**src/rtl/register_file_if.sv**
```systemverilog
// Register file access bundle: two read ports with hazard flags, one writeback
// port and one issue-time reservation port.
//   master : decode/writeback side (drives addresses, write and reserve strobes)
//   slave  : register file (returns read data and pending flags)
interface register_file_if #(
    parameter int N     = 64,
    parameter int NREGS = 32
);
    localparam int AW = $clog2(NREGS);

    logic [AW-1:0] rs1_addr;
    logic [AW-1:0] rs2_addr;
    logic [N-1:0]  rs1_data;
    logic [N-1:0]  rs2_data;
    logic          rs1_pending;
    logic          rs2_pending;
    logic          write_en;
    logic [AW-1:0] rd_addr;
    logic [N-1:0]  rd_data;
    logic          reserve_en;
    logic [AW-1:0] reserve_addr;

    modport master (
        output rs1_addr, rs2_addr, write_en, rd_addr, rd_data, reserve_en, reserve_addr,
        input  rs1_data, rs2_data, rs1_pending, rs2_pending
    );

    modport slave (
        input  rs1_addr, rs2_addr, write_en, rd_addr, rd_data, reserve_en, reserve_addr,
        output rs1_data, rs2_data, rs1_pending, rs2_pending
    );
endinterface

```
**src/rtl/register_file.sv**
```systemverilog
// Integer register file: NREGS x N-bit registers, two combinational read ports
// with write-through bypass, one synchronous writeback port and a per-register
// pending scoreboard used by the stall logic.
// Ports:
//   clk   : clock, rising edge active
//   reset : asynchronous reset, active-low; clears data, pending and outputs
//   rf    : register_file_if slave (read ports, writeback, reserve)

// One architectural register plus its pending bit.
module single_register #(
    parameter int N = 64
) (
    input  logic         clk,
    input  logic         rst_n,
    input  logic         wr_en_i,
    input  logic [N-1:0] wr_data_i,
    input  logic         rsv_i,
    output logic [N-1:0] data_o,
    output logic         pend_o
);
    logic [N-1:0] data_q;
    logic         pend_q, pend_d;

    // A reserve in the same cycle as the retiring write wins: a new writer owns the register.
    always_comb begin
        pend_d = pend_q;
        if (rsv_i)        pend_d = 1'b1;
        else if (wr_en_i) pend_d = 1'b0;
    end

    always_ff @(posedge clk or negedge rst_n) begin
        if (!rst_n) begin
            data_q <= '0;
            pend_q <= 1'b0;
        end else begin
            if (wr_en_i) data_q <= wr_data_i;
            pend_q <= pend_d;
        end
    end

    assign data_o = data_q;
    assign pend_o = pend_q;
endmodule

module register_file #(
    parameter int N     = 64,
    parameter int NREGS = 32
) (
    input  logic          clk,
    input  logic          reset,
    register_file_if.slave rf
);
    localparam int AW = $clog2(NREGS);

    logic [NREGS-1:0][N-1:0] regs;
    logic [NREGS-1:0]        pend;

    // x0 is hardwired: no storage, never pending.
    assign regs[0] = '0;
    assign pend[0] = 1'b0;

    for (genvar r = 1; r < NREGS; r++) begin : g_reg
        logic wr_hit, rsv_hit;
        assign wr_hit  = rf.write_en   && (rf.rd_addr      == AW'(r));
        assign rsv_hit = rf.reserve_en && (rf.reserve_addr == AW'(r));

        single_register #(.N(N)) u_reg (
            .clk       (clk),
            .rst_n     (reset),
            .wr_en_i   (wr_hit),
            .wr_data_i (rf.rd_data),
            .rsv_i     (rsv_hit),
            .data_o    (regs[r]),
            .pend_o    (pend[r])
        );
    end

    // Addresses beyond NREGS (only possible at non-power-of-two sizes) read as 0.
    logic rs1_ok, rs2_ok, rs1_byp, rs2_byp;
    assign rs1_ok  = reset && (rf.rs1_addr != '0) && (int'(rf.rs1_addr) < NREGS);
    assign rs2_ok  = reset && (rf.rs2_addr != '0) && (int'(rf.rs2_addr) < NREGS);
    // A writer retiring this cycle is forwarded and no longer counts as a hazard.
    assign rs1_byp = rf.write_en && (rf.rd_addr == rf.rs1_addr);
    assign rs2_byp = rf.write_en && (rf.rd_addr == rf.rs2_addr);

    always_comb begin
        rf.rs1_data    = '0;
        rf.rs2_data    = '0;
        rf.rs1_pending = 1'b0;
        rf.rs2_pending = 1'b0;
        if (rs1_ok) begin
            rf.rs1_data    = rs1_byp ? rf.rd_data : regs[rf.rs1_addr];
            rf.rs1_pending = pend[rf.rs1_addr] && !rs1_byp;
        end
        if (rs2_ok) begin
            rf.rs2_data    = rs2_byp ? rf.rd_data : regs[rf.rs2_addr];
            rf.rs2_pending = pend[rf.rs2_addr] && !rs2_byp;
        end
    end
endmodule

```
**src/flat_wrapper.sv**
```systemverilog
// flat-port wrapper written by rule: the top's interface ports become plain ports
module register_file_flat 
#(
    parameter int N     = 64,
    parameter int NREGS = 32
)
  (clk, reset, rf_rs1_addr, rf_rs2_addr, rf_write_en, rf_rd_addr, rf_rd_data, rf_reserve_en, rf_reserve_addr, rf_rs1_data, rf_rs2_data, rf_rs1_pending, rf_rs2_pending);
  register_file_if #(.N(N), .NREGS(NREGS)) rf_i ();
  input  logic clk;
  input  logic reset;
  input wire logic [$bits(rf_i.rs1_addr)-1:0] rf_rs1_addr;
  input wire logic [$bits(rf_i.rs2_addr)-1:0] rf_rs2_addr;
  input wire logic [$bits(rf_i.write_en)-1:0] rf_write_en;
  input wire logic [$bits(rf_i.rd_addr)-1:0] rf_rd_addr;
  input wire logic [$bits(rf_i.rd_data)-1:0] rf_rd_data;
  input wire logic [$bits(rf_i.reserve_en)-1:0] rf_reserve_en;
  input wire logic [$bits(rf_i.reserve_addr)-1:0] rf_reserve_addr;
  output wire logic [$bits(rf_i.rs1_data)-1:0] rf_rs1_data;
  output wire logic [$bits(rf_i.rs2_data)-1:0] rf_rs2_data;
  output wire logic [$bits(rf_i.rs1_pending)-1:0] rf_rs1_pending;
  output wire logic [$bits(rf_i.rs2_pending)-1:0] rf_rs2_pending;
  assign rf_i.rs1_addr = rf_rs1_addr;
  assign rf_i.rs2_addr = rf_rs2_addr;
  assign rf_i.write_en = rf_write_en;
  assign rf_i.rd_addr = rf_rd_addr;
  assign rf_i.rd_data = rf_rd_data;
  assign rf_i.reserve_en = rf_reserve_en;
  assign rf_i.reserve_addr = rf_reserve_addr;
  assign rf_rs1_data = rf_i.rs1_data;
  assign rf_rs2_data = rf_i.rs2_data;
  assign rf_rs1_pending = rf_i.rs1_pending;
  assign rf_rs2_pending = rf_i.rs2_pending;
  register_file #(.N(N), .NREGS(NREGS)) u_core (.clk(clk), .reset(reset), .rf(rf_i));
endmodule
```
**config.mk**
```make
export PLATFORM = sky130hd
export DESIGN_NAME = register_file_flat
export DESIGN_NICKNAME = d
export VERILOG_FILES = /design/src/rtl/register_file_if.sv /design/src/rtl/register_file.sv /design/src/flat_wrapper.sv
export SDC_FILE = /design/constraint.sdc
export NUM_CORES = 2
export LEC_CHECK = 0
export CAP_MARGIN = 20
export CORE_MARGIN = 2
export CORE_UTILIZATION = 30
export DETAILED_ROUTE_END_ITERATION = 6
export HOLD_SLACK_MARGIN = 0.02
export PLACE_DENSITY = 0.48
export SETUP_SLACK_MARGIN = 0.02
export SLEW_MARGIN = 20
export SYNTH_ARGS = -nofsm -noshare
export SYNTH_HDL_FRONTEND = slang
export SYNTH_SLANG_ARGS = --single-unit
```
**constraint.sdc**
```tcl
create_clock -name clk -period 8.3 [get_ports clk]
set_input_delay 2.49 -clock clk [delete_from_list [all_inputs] [get_ports clk]]
set_output_delay 2.49 -clock clk [all_outputs]
set_load 0.05 [all_outputs]
```
# Word-level counts from Yosys, hierarchy flattened
# Index checks and enable logic that the tools add are counted.
[totals]
inputBits = 88
register_bits = 2015
word_cells = 307
out_inout_bits = 130
[classes]
reduce_logical = 103
order_cmp = 2
n_eq_ne = 64
mux = 76
[ops]
columns = ["cell", "count"]
rows = [
  ["$bmux W64 S5", 2],
  ["$mux W64", 6],
  ["$eq A5 B5 Y1 const B", 32],
  ["$eq A5 B4 Y1 const B", 16],
  ["$logic_and A1 B1 Y1", 68],
  ["$mux W1", 66],
  ["$reduce_bool A2 Y1", 31],
  ["$eq A5 B3 Y1 const B", 8],
  ["$eq A5 B2 Y1 const B", 4],
  ["$lt A5 B6 Y1 const B", 2],
  ["$bmux W1 S5", 2],
  ["$eq A5 B1 Y1 const B", 2],
  ["$eq A5 B5 Y1", 2],
  ["$reduce_bool A5 Y1", 2],
  ["$logic_not A1 Y1", 2],
]

# Depth between registers and ports, before layout
[depth]
word_depth = 5
ltp_mapped = 10
ltp_nobuf = 5

# Hierarchy
# From an unflattened synthesis, not the netlist that was laid out.
[unflattened]
cells_unflattened = 7836
hier_area_um2 = 116828.3
[by_module_without_submodules]
columns = ["module", "area_each_um2", "n_inst", "cells_each", "seq_area_each_um2"]
rows = [
  ["single_register", 2615.0, 31, 138, 1626.6],
  ["register_file", 35763.0, 1, 3558, 0.0],
]

# Worst setup path after synthesis
# OpenSTA, ideal clock, no wires.
[synth_path]
path_kind = "input -> output"
startpoint = "input port rf_rd_addr[1]"
endpoint = "output port rf_rs2_data[14]"
path_slack_ns = 0.858
path_buffers = 3
t_required_ns = 5.810
arrival_ns = 4.952
path_stages = 8
cell_sequence = "buf_2 > xor2_1 > nor4_1 > and4_4 > buf_6 > buf_2 > a21oi_1 > o21ai_0"
[synth_between]
elab_chain_len = 4
[synth_lines]
columns = ["element", "line_no", "text"]
rows = [
  ["start, declared", "flat_wrapper.sv:14", "input wire logic [$bits(rf_i.rd_addr)-1:0] rf_rd_addr;"],
  ["$eq A5 B5 Y1", "register_file.sv:84", "assign rs2_byp = rf.write_en && (rf.rd_addr == rf.rs2_addr);"],
  ["$logic_and A1 B1 Y1", "register_file.sv:84", ""],
  ["$mux W64", "register_file.sv:96", "rf.rs2_data = rs2_byp ? rf.rd_data : regs[rf.rs2_addr];"],
  ["$mux W64", "register_file.sv:95", "if (rs2_ok) begin"],
  ["end, declared", "flat_wrapper.sv:19", "output wire logic [$bits(rf_i.rs2_data)-1:0] rf_rs2_data;"],
]
# No other way between the ends.

# Worst setup path after layout
[layout_path]
startpoint = "input port rf_rs1_addr[4]"
endpoint = "output port rf_rs1_data[46]"
[layout_between]
elab_chain_len = 4
elab_cells_between_ends = 8
classes_between = "1 x eq/ne; 4 x mux; 3 x reduce/logical"
[layout_lines]
columns = ["element", "line_no", "text"]
rows = [
  ["start, declared", "flat_wrapper.sv:11", "input wire logic [$bits(rf_i.rs1_addr)-1:0] rf_rs1_addr;"],
  ["$bmux W64 S5 / $eq A5 B5 Y1 (equally long branches)", "register_file.sv:92, register_file.sv:83", ""],
  ["$mux W64 (implied by the code) / $logic_and A1 B1 Y1 (equally long branches)", "register_file.sv:92, register_file.sv:83", ""],
  ["$mux W64", "register_file.sv:92", "rf.rs1_data = rs1_byp ? rf.rd_data : regs[rf.rs1_addr];"],
  ["$mux W64 (*)", "register_file.sv:91", "if (rs1_ok) begin"],
  ["end, declared", "flat_wrapper.sv:18", "output wire logic [$bits(rf_i.rs1_data)-1:0] rf_rs1_data;"],
]
# Every way passes the cells marked *; elsewhere a longest branch is shown, timed or not. The select of a mux whose other input is x is not followed.

==> metrics list <==
- After filler insertion, the fill cell instance count of the layout stands at 34670.
- Origin of the worst min-delay path: u_core.g_reg[26].u_reg.data_o[45]
* Die Wd: around 610 um
- For this design, the slowest cell found on the critical path is a31oi_1.
- Initial Util: 30.10%
* CTS buffer count: 233
* Worst vdd ir: roughly 0.18 mV
- In this run the critical register-to-register path is launched from u_core.g_reg[17].u_reg.data_o[59].
- Dividing total power by cell area gives a power density of 240.5 mW/mm^2.
- Sequential-to-total area share from yosys stat: a little under half
- Most frequent standard cell in the layout excluding fill and tap cells: mux2_2
- Subtracting the final worst setup slack from the clock period gives ~8 ns.
- Critical Path Max Stage Delay: 0.68 ns
* Pleak: 53.91 nW
- Dividing the detail-routed via count by the number of cells gives 5.933.
- Share of the synthesized area in compound gates (AO/OA/AOI/OAI): approximately 6.1%
* Number of violations reported at the end of detailed-routing iteration 0: 7542
- Clock Skew: 0 ns
- In the synthesized netlist the dominant register cell turns out to be dfrtp_1.
* Buffers added on ports: around 220
* Initial DRT Pass Iterations: 6
* Wire length after detailed routing: 459800 um
* Power after layout: 30.72 mW
- For this design, the CTS-stage hold fixing added 0 buffers.
- The number of global-route vias before repair was 78040.
- H-tree levels: 4
* Net count of the finished layout: ~8000
- After legalization and detailed placement, the total HPWL measured 265400 um.
- Data arrival time of the critical path: 5.70 ns
- After clock tree synthesis, the clock-pin slew on the worst setup and hold paths is approximately 0.060 ns.
* Count of distinct cell types in the synthesized netlist: 76
* Number of nets still failing antenna checks after routing: 0
- The most critical setup path has its startpoint at rf_rs1_addr[4].
* Clock Latency Late Sink: 0.92 ns
* Worst setup path category: in -> out
* Status: completed
- Remaining global-route overflow: 0
- Sequential Power Share: a little over two fifths
- After synthesis, the share of flip-flops with an asynchronous set or reset is 100.0%.
- Global routing consumed, over all layers together, 24.60% of the routing resources.
- Pins Over Slew Limit: 0
- Internal power comes to 21.79 mW.
- Y dimension of the die: 606.4 um
- WHS: around 0.5 ns
- The clock network burns 34.9% of the power.
* Synthesis-to-layout area growth: 17.33%
* Xor-xnor portion of the synthesized cell area: 0.08044%
- Synthesized-area fraction occupied by adder cells: 0%
- Worst Path Max Fanout: 15
- # rows: 221
- The initial antenna violation count was 24.
- The final critical path takes up 98.67% of the cycle.
* Sequence of cells on the critical path: buf_2 > buf_4 > nand2_1 > nor2_2 > buf_4 > a221oi_1 > buf_4 > a31oi_1 > buf_4 > buf_12
- 218 I/O pins were placed.
- Synth Instances: around 7700
- Share of post-route cells with drive strength above 1: 50.01%
- The tool flagged a number of max-cap violations equal to 0.
* Cell Area, Synth: 0.1089 mm^2
- Core outline area: 0.3617 mm^2
* Post-route DRC violation count: 0
- Once layout is complete, the cells apart from fillers number 12770.
- The worst setup path is launched from an input pin.
* Wire length of the first global-routing pass: 639500 um
- Clock Path Buffers: 4
* Post-synthesis mux area share: 41.51%
* Count of final hold-check violations: 0
- Share of synthesized cell area in and, or, nand and nor gates: ~2.3%
- Combinational logic is responsible for ~22% of the overall power.
* Clock tree from TritonCTS: yes
- Sw Pwr: 8.926 mW
- Number of vias in the routed layout: 75790
- Top library cells by usage in the layout, fill and taps aside: 2094 x mux2_2, 2015 x dfrtp_1, 778 x mux4_2
* Final setup violation count: 0
* Nature of the critical path endpoint: output pin
* Max_slew headroom: between 20% and 30%
- The worst hold path belongs to the class reg -> reg.
- Number of register bits inferred by synthesis: 2015
- Summing all multi-input logic gate instances after layout gives 0.05483 mm^2.
* Total of warnings raised by yosys: 0
- Including well taps, the total number of placed cells is between 10000 and 15000.
- # clock sinks: 2015
- By instance count, the cell type seen most on the critical path is buf_4.
* Largest net degree at the start of global routing: ~160
- Data required time of the worst path: approximately 5.8 ns
* Sequential cell area: roughly 0.05 mm^2
- After synthesis, the mean cell area works out to ~14 um^2.
- Dividing the detail-routed wire length by the instance count gives 35.99 um.
- The die covers between 0.3 and 0.4 mm^2.
- Setup repair after global routing left no endpoint under its margin.
- Net switching is 29.06% of the power.
- Transition at the pin with the smallest max-transition slack: 1.122 ns
- Synthesis produced a netlist with a net count of 7757.
- Derived from the worst setup path, the maximum achievable clock frequency is 122.1 MHz.
- Count of flip-flops with a built-in enable after synthesis: 0
- Largest family of logic cells by synthesized area: multiplexers
- The congestion estimate from routability-driven global placement came to 0.8176.
- Clock root buffer: clkbuf_16
worst paths after layout:
check	to	slack, ns	depth (start not counted)
max in group asynchronous	u_core.g_reg[25].u_reg.data_o[19]	3.13	6
worst min-delay path	u_core.g_reg[26].u_reg.data_o[45]	0.51	1
worst min register to register	u_core.g_reg[26].u_reg.data_o[45]	0.51	1
min in group asynchronous	u_core.g_reg[29].u_reg.pend_o	1.43	1
worst max register to register	u_core.g_reg[17].u_reg.data_o[59]	7.49	1
worst max-delay path	rf_rs1_data[46]	0.11	10
registers in the layout, indices dropped and copies added (netlist names):
signal and cells:
u_core.g.u_reg.pend_o 31, u_core.g.u_reg.data_o 1984
final cells by class:
class | instances | share of cell area, %
Timing Repair Buffer | 722 | 6.740
Clock buffer | 348 | 5.333
Clock inverter | 78 | 0.7796
Multi-Input combinational cell | 4797 | 42.92
Sequential cell | 2015 | 39.47
Inverter | 11 | 0.03722
Antenna cell | 9 | 0.01763
Tap cell | 4794 | 4.696
cells in the mapped netlist, types with 9 or more instances:
library cell / count / share of area (%)
o32a_1: 12 / 0.11
nor2b_1: 16 / 0.092
buf_4: 72 / 0.50
a2111oi_0: 25 / 0.20
clkbuf_1: 415 / 1.4
mux4_2: 778 / 16
mux2_1: 63 / 0.65
o221ai_1: 23 / 0.19
and2_1: 9 / 0.052
mux2_2: 2094 / 22
a22o_1: 27 / 0.22
o22ai_1: 173 / 0.99
buf_6: 20 / 0.21
o311ai_0: 33 / 0.27
nor2_1: 195 / 0.67
a311o_1: 9 / 0.083
nand2_1: 150 / 0.52
nand2b_1: 21 / 0.12
buf_1: 40 / 0.14
dfrtp_1: 2015 / 46
o21ai_0: 159 / 0.73
o221a_2: 11 / 0.11
a221oi_1: 89 / 0.72
inv_1: 9 / 0.031
a31oi_1: 24 / 0.14
buf_2: 298 / 1.4
a221o_1: 14 / 0.13
nand4_1: 9 / 0.052
nand3_1: 56 / 0.26
nor3_1: 38 / 0.17
a22oi_1: 131 / 0.90
mux2i_1: 338 / 3.1
a21oi_1: 175 / 0.80
o211ai_1: 20 / 0.14
through the flow:
step	instance area [um^2]	TNS, ns	worst slack [ns]	util, %
2_1_floorplan	108900	0	0.8583	-
3_3_place_gp	119800	-0.9598	-0.2176	33.12
3_5_place_dp	119800	-0.4044	-0.1673	33.13
4_1_cts	127700	0	0.05389	35.29
5_1_grt	127700	0	0.04311	35.32
6_report	127700	0	0.1105	35.32
routing by layer:
layer  share of wire [%]  GRT usage (%)
met1                  41          31.92
met2                  47          39.72
met3                 6.7          4.513
met4                 5.3          11.64
met5               0.012              0
worst max-delay path, delay by kind of cell:
| kind | cells | cell delay [ns] |
|---|---|---|
| simple gates | 2 | 0.49 |
| compound gates | 2 | 0.84 |
| buf+inv | 6 | 1.82 |
power by group through the flow:
stage                     sequential (mW)  combinational, mW  clock, mW
after floorplan                      12.8               4.75          0
after global placement               13.1               6.70          0
after detailed placement             13.3               6.81          0
after CTS                            13.1               6.84       10.9
after global routing                 13.4               7.22       11.3
final                                13.2               6.81       10.7
repair_timing:
item | in CTS | in global routing
setup endpoints to repair | 7 | 2
setup buffers | 3 | 1
pin swaps | 0 | 1
gates resized for setup | 3 | 0
endpoints found under the hold margin | 0 | 0
cell families after synthesis:
family                 count (synthesis)
AO/OA/AOI/OAI                        967
buffers and inverters                857
multiplexers                        3273
AND/OR/NAND/NOR                      547
XOR/XNOR                              10
flip-flops                          2015
No activity file was read; power rests on OpenSTA's default activity.
